`src/rtl/bcd_serial_adder_ctrl_if.sv`:
```
// Handshake and operand/result bundle for bcd_serial_adder_ctrl.
//   start   : request, master -> slave
//   a, b    : packed BCD operands, master -> slave
//   busy    : digits being added, slave -> master
//   done    : one-cycle result-valid pulse, slave -> master
//   sum     : packed BCD result, slave -> master
//   cout    : decimal carry out of the top digit, slave -> master
//   invalid : some operand digit was above 9, slave -> master
interface bcd_serial_adder_ctrl_if #(
    parameter int unsigned DIGITS = 4
);
    logic                  start;
    logic [4*DIGITS-1:0]   a;
    logic [4*DIGITS-1:0]   b;
    logic                  busy;
    logic                  done;
    logic [4*DIGITS-1:0]   sum;
    logic                  cout;
    logic                  invalid;

    modport master (
        output start, a, b,
        input  busy, done, sum, cout, invalid
    );

    modport slave (
        input  start, a, b,
        output busy, done, sum, cout, invalid
    );
endinterface

```
`src/rtl/bcd_serial_adder_ctrl.sv`:
```
// Sequenced multi-digit BCD adder: one shared digit-add stage walks the
// operands from the least significant digit upward, one digit per clock.
//   clk : rising-edge clock
//   rst : synchronous, active-high reset
//   bus : slave side of bcd_serial_adder_ctrl_if (start/a/b in;
//         busy/done/sum/cout/invalid out)
// Latency: start sampled at E0, busy in cycles 1..DIGITS, done in DIGITS+1.
module bcd_serial_adder_ctrl #(
    parameter int unsigned DIGITS = 4
) (
    input  logic                    clk,
    input  logic                    rst,
    bcd_serial_adder_ctrl_if.slave  bus
);
    localparam int unsigned W  = 4 * DIGITS;
    localparam int unsigned IW = (DIGITS > 1) ? $clog2(DIGITS) : 1;
    localparam logic [IW-1:0] LAST_IDX = IW'(DIGITS - 1);

    typedef enum logic [1:0] {
        IDLE,
        ADD,
        DONE
    } state_t;

    state_t          state, state_next;
    logic [W-1:0]    op_a, op_b, sum_r;
    logic [IW-1:0]   idx;
    logic            carry, cout_r, invalid_r;

    logic [3:0]      dig_a, dig_b, dig_sum;
    logic [4:0]      t;
    logic            carry_next;
    logic            start_invalid;

    // State register
    always_ff @(posedge clk) begin
        if (rst) state <= IDLE;
        else     state <= state_next;
    end

    // Next-state logic
    always_comb begin
        state_next = state;
        unique case (state)
            IDLE: if (bus.start)        state_next = ADD;
            ADD:  if (idx == LAST_IDX)  state_next = DONE;
            DONE:                       state_next = IDLE;
            default:                    state_next = IDLE;
        endcase
    end

    // Digit select from the latched operands
    always_comb begin
        dig_a = '0;
        dig_b = '0;
        for (int unsigned i = 0; i < DIGITS; i++) begin
            if (idx == IW'(i)) begin
                dig_a = op_a[4*i +: 4];
                dig_b = op_b[4*i +: 4];
            end
        end
    end

    // Shared BCD digit stage; digits 10..15 take the same rule unsaturated
    always_comb begin
        t = {1'b0, dig_a} + {1'b0, dig_b} + {4'b0, carry};
        if (t > 5'd9) begin
            dig_sum    = t[3:0] + 4'd6;
            carry_next = 1'b1;
        end else begin
            dig_sum    = t[3:0];
            carry_next = 1'b0;
        end
    end

    // Any non-decimal digit on the incoming operands
    always_comb begin
        start_invalid = 1'b0;
        for (int unsigned i = 0; i < DIGITS; i++) begin
            if (bus.a[4*i +: 4] > 4'd9 || bus.b[4*i +: 4] > 4'd9)
                start_invalid = 1'b1;
        end
    end

    // Datapath registers
    always_ff @(posedge clk) begin
        if (rst) begin
            op_a      <= '0;
            op_b      <= '0;
            sum_r     <= '0;
            idx       <= '0;
            carry     <= 1'b0;
            cout_r    <= 1'b0;
            invalid_r <= 1'b0;
        end else begin
            unique case (state)
                IDLE: begin
                    if (bus.start) begin
                        op_a      <= bus.a;
                        op_b      <= bus.b;
                        sum_r     <= '0;
                        idx       <= '0;
                        carry     <= 1'b0;
                        invalid_r <= start_invalid;
                    end
                end
                ADD: begin
                    for (int unsigned i = 0; i < DIGITS; i++) begin
                        if (idx == IW'(i)) sum_r[4*i +: 4] <= dig_sum;
                    end
                    carry <= carry_next;
                    if (idx == LAST_IDX) cout_r <= carry_next;
                    else                 idx    <= idx + 1'b1;
                end
                default: ;
            endcase
        end
    end

    assign bus.busy    = (state == ADD);
    assign bus.done    = (state == DONE);
    assign bus.sum     = sum_r;
    assign bus.cout    = cout_r;
    assign bus.invalid = invalid_r;
endmodule

```
`src/flat_wrapper.sv`:
```
// flat-port wrapper written by rule: the top's interface ports become plain ports
module bcd_serial_adder_ctrl_flat 
#(
    parameter int unsigned DIGITS = 4
)
  (clk, rst, bus_start, bus_a, bus_b, bus_busy, bus_done, bus_sum, bus_cout, bus_invalid);
  bcd_serial_adder_ctrl_if #(.DIGITS(DIGITS)) bus_i ();
  input  logic clk;
  input  logic rst;
  input wire logic [$bits(bus_i.start)-1:0] bus_start;
  input wire logic [$bits(bus_i.a)-1:0] bus_a;
  input wire logic [$bits(bus_i.b)-1:0] bus_b;
  output wire logic [$bits(bus_i.busy)-1:0] bus_busy;
  output wire logic [$bits(bus_i.done)-1:0] bus_done;
  output wire logic [$bits(bus_i.sum)-1:0] bus_sum;
  output wire logic [$bits(bus_i.cout)-1:0] bus_cout;
  output wire logic [$bits(bus_i.invalid)-1:0] bus_invalid;
  assign bus_i.start = bus_start;
  assign bus_i.a = bus_a;
  assign bus_i.b = bus_b;
  assign bus_busy = bus_i.busy;
  assign bus_done = bus_i.done;
  assign bus_sum = bus_i.sum;
  assign bus_cout = bus_i.cout;
  assign bus_invalid = bus_i.invalid;
  bcd_serial_adder_ctrl #(.DIGITS(DIGITS)) u_core (.clk(clk), .rst(rst), .bus(bus_i));
endmodule
```
`config.mk`:
```
export PLATFORM = sky130hd
export DESIGN_NAME = bcd_serial_adder_ctrl_flat
export DESIGN_NICKNAME = d
export VERILOG_FILES = /design/src/rtl/bcd_serial_adder_ctrl_if.sv /design/src/rtl/bcd_serial_adder_ctrl.sv /design/src/flat_wrapper.sv
export SDC_FILE = /design/constraint.sdc
export NUM_CORES = 1
export LEC_CHECK = 0
export ABC_CLOCK_PERIOD_IN_PS = 4500
export CAP_MARGIN = 20
export CELL_PAD_IN_SITES_DETAIL_PLACEMENT = 2
export CELL_PAD_IN_SITES_GLOBAL_PLACEMENT = 2
export CORE_ASPECT_RATIO = 1.4
export CORE_UTILIZATION = 29
export DETAILED_ROUTE_END_ITERATION = 10
export GPL_ROUTABILITY_DRIVEN = 0
export PLACE_DENSITY = 0.84
export REMOVE_ABC_BUFFERS = 1
export SLEW_MARGIN = 10
export SYNTH_ARGS = -nofsm -noshare
export SYNTH_HDL_FRONTEND = slang
export SYNTH_SLANG_ARGS = --single-unit
```
`constraint.sdc`:
```
create_clock -name clk -period 4.5 [get_ports clk]
set_input_delay 0.9 -clock clk [delete_from_list [all_inputs] [get_ports clk]]
set_output_delay 0.9 -clock clk [all_outputs]
set_load 0.02 [all_outputs]
```
==> impl_metrics.env <==
export IMPL_status="finished clean"
export IMPL_yosysTopAreaCell="dfxtp_1"
export IMPL_io_pins=55
export IMPL_drt_iter0_drc=47
export IMPL_holdPathStages=2
export IMPL_vias=2472
export IMPL_syn2layout_area_growth_pct=29.56
export IMPL_cts_sinks=55
export IMPL_numPortBuffers=54
export IMPL_ys_ff_latch=55
export IMPL_worstHoldStart="u_core.op_b[2]$_SDFFE_PP0P_"
export IMPL_die_width_um=82.20
export IMPL_powerDensity_nw_per_um2=341.5
export IMPL_grt_antenna_before_repair=0
export IMPL_layoutNonFillerInstCount=486
export IMPL_viasPerCell=5.086
export IMPL_cts_root_buffer="clkbuf_16"
export IMPL_hold_violations=0
export IMPL_seqCellArea_um2=1101
export IMPL_path_max_fanout=20
export IMPL_ir_drop_mv=0.1475
export IMPL_grt_overflow_total=0
export IMPL_synth_most_common_cell="nand2_1"
export IMPL_finalSetupViolCount=0
export IMPL_reg2reg_depth=13
export IMPL_ys_top_cells_by_area="dfxtp_1 42%, nand2_1 12%, a21oi_1 12%, o21ai_0 4.6%, nand3b_1 4.6%"
export IMPL_fin_nets=425
export IMPL_post_route_min_period_ns=4.204
export IMPL_maxSlewViolCount=0
export IMPL_cp_start_kind="register"
export IMPL_fin_skew_ns=0.008834
export IMPL_async_flop_share_pct=0
export IMPL_worstReg2RegStart="u_core.idx[0]$_SDFFE_PP0P_"
export IMPL_rrSetupSlack_ns=0.30
export IMPL_crit_type="reg2reg"
export IMPL_clk_pin_slew_ns=0.07
export IMPL_cts_htree_levels=2
export IMPL_whs_endpoint="u_core.op_b[2]$_SDFFE_PP0P_"
export IMPL_drive_gt1_share_pct=4.987
export IMPL_core_um2=8658
export IMPL_crit_arrival_ns=4.42
export IMPL_ys_seq_area_share_pct=42.17
export IMPL_firstDrtPassIters=4
export IMPL_netlist_instances=338
export IMPL_drc=0
export IMPL_ctsLongestPathBuffers=2
export IMPL_dp_cells=477
export IMPL_grt_start_max_net_pins=55
export IMPL_n_antenna_cell=0
export IMPL_cp_end_kind="register"
export IMPL_holdWs_ns=0.4578
export IMPL_fmax_mhz=237.9
export IMPL_yosys_warnings=0
export IMPL_cts_made_buffers=5
export IMPL_die_area_um2=9393
export IMPL_drt_antenna_violating_nets=0
export IMPL_dp_hpwl_mm=5.690
export IMPL_final_util_pct=39.08
export IMPL_pre_cts_ws_ns=0.3261
export IMPL_ys_types=35
export IMPL_die_h_um=114.3
export IMPL_clk_latency_ns=0.29
export IMPL_grt_pass1_vias=2555
export IMPL_power_leakage_nw=1.221
export IMPL_timing_slew_headroom_pct=36.83
export IMPL_synth_top_area_share_pct=42.17
export IMPL_rows=40
export IMPL_fillCellCount=1008
export IMPL_multi_input_area_um2=1400
export IMPL_setup_ws_ns=0.2961
export IMPL_r2r_end="u_core.bus.sum[14]$_SDFFE_PP0P_"
export IMPL_synth_edf_count=0
export IMPL_worstMarginPinSlew_ns=0.9476
export IMPL_initial_core_util_pct=30.16
export IMPL_worst_ep_required_time_ns=4.72
export IMPL_grt_pass1_wl_mm=12.49
export IMPL_ys_flop_type="dfxtp_1"
export IMPL_hold_path_class="reg2reg"
export IMPL_cts_tree="yes"
export IMPL_postSynthAreaPerCell_um2=7.726
export IMPL_cts_setup_buffers=0
export IMPL_final_period_utilization_pct=93.42
export IMPL_wl_per_cell_um=15.71
export IMPL_maxCapViolCount=0
export IMPL_gr_usage_all_layers_pct=17.47
export IMPL_netlist_area_um2=2611
export IMPL_synthTopCellsByCount="83 x nand2_1, 62 x a21oi_1, 55 x dfxtp_1, 24 x o21ai_0, 22 x clkbuf_1"
export IMPL_power_mw=1.155
export IMPL_wl_mm=7.637
[timing repair]
action | 4_1_cts | 5_1_grt
resized for setup | 0 | 1
hold buffers | 0 | 0
endpoints found under the setup margin | 0 | 2
[cells by family after synthesis]
kind of cell | after synthesis | share of synthesized area [%]
multiplexers | 1 | 0.4312
XOR/XNOR | 2 | 0.9585
AO/OA/AOI/OAI | 107 | 23.48
buffers and inverters | 30 | 4.312
AND/OR/NAND/NOR | 133 | 23.29
flip-flops | 55 | 42.17
adder cells (fa/ha/maj) | 10 | 5.367
[worst max path at each step]
stage	start	endpoint	slack, ns	depth (start not counted)
4_1_cts	u_core.idx[0]$_SDFFE_PP0P_	u_core.bus.sum[2]$_SDFFE_PP0P_	0.25	15
3_3_place_gp	u_core.idx[0]$_SDFFE_PP0P_	u_core.bus.sum[14]$_SDFFE_PP0P_	0.56	15
5_1_grt	u_core.idx[0]$_SDFFE_PP0P_	u_core.bus.sum[2]$_SDFFE_PP0P_	-0.0001	13
6_report	u_core.idx[0]$_SDFFE_PP0P_	u_core.bus.sum[14]$_SDFFE_PP0P_	0.30	13
3_5_place_dp	u_core.idx[0]$_SDFFE_PP0P_	u_core.bus.sum[2]$_SDFFE_PP0P_	0.33	15
2_1_floorplan	u_core.idx[1]$_SDFFE_PP0P_	u_core.bus.sum[10]$_SDFFE_PP0P_	0.78	15
[stage by stage]
| step | cell area, um2 | TNS, ns |
|---|---|---|
| 6_report | 3383 | 0 |
| 5_1_grt | 3383 | -0.0001026 |
| 4_1_cts | 3366 | 0 |
| 3_5_place_dp | 3214 | 0 |
| 3_3_place_gp | 3214 | 0 |
| 2_1_floorplan | 2525 | 0 |
[layer usage]
layer  global-route usage (%)  wire length [um]  vias up  share of wire [%]
li1                         -                 -     1229                  -
met5                        0                 0        -                  0
met3                    1.912               114        6                1.5
met1                    20.50              3312     1203                 43
met2                    32.07              4098       34                 54
met4                    5.614               110        0                1.4
[critical path: stages, from the launching register on]
cell and delay [ns]:
dfxtp_1 0.35, inv_1 0.10, ha_1 0.62, a21oi_1 0.18, nor2_1 0.13, a21oi_1 0.07
fa_1 0.48, fa_1 0.42, xor2_1 0.29, ha_1 0.25, a22oi_1 0.15, a311oi_4 0.49
mux2_2 0.43, o21ai_0 0.17
[placed cells by master (no fill, tap or decap), types with 2 or more instances in the layout]
cell             netlist  routed
inv_1                  7       7
nand3b_1              16      16
buf_4                  0       3
o21ai_0               24      24
a21boi_0               3       3
nor3_1                 3       3
a22oi_1                2       2
nor2_1                17      17
a21oi_1               62      62
nor2b_1                3       3
fa_1                   2       2
dfxtp_1               55      55
nand2b_1               4       4
ha_1                   8       7
clkbuf_16              0       5
a21o_1                 3       3
clkdlybuf4s50_1        0      53
a32o_1                 3       3
nand4_1                2       2
o21a_1                 2       2
nand2_1               83      83
a31oi_1                2       2
[power breakdown]
group          internal [mW]  switching [mW]  leakage (nW)
Sequential             0.512          0.0155         0.449
Clock                  0.223           0.176        0.0741
Combinational         0.0982           0.130         0.697
[state kept, by name, indices dropped and copies added (netlist names)]
register / cells
u_core.state: 2
u_core.carry: 1
u_core.idx: 2
u_core.bus.cout: 1
u_core.bus.sum: 16
u_core.bus.invalid: 1
u_core.op_a: 16
u_core.op_b: 16
[cell type report]
class,instances,area share (%)
clock buffers,7,4.216
multi-input cells,253,41.38
well taps,105,3.883
clock inverters,1,0.2589
inverters,7,0.7766
repair buffers,58,16.94
flip-flops and latches,55,32.54
(Power assumes the default switching activity.)
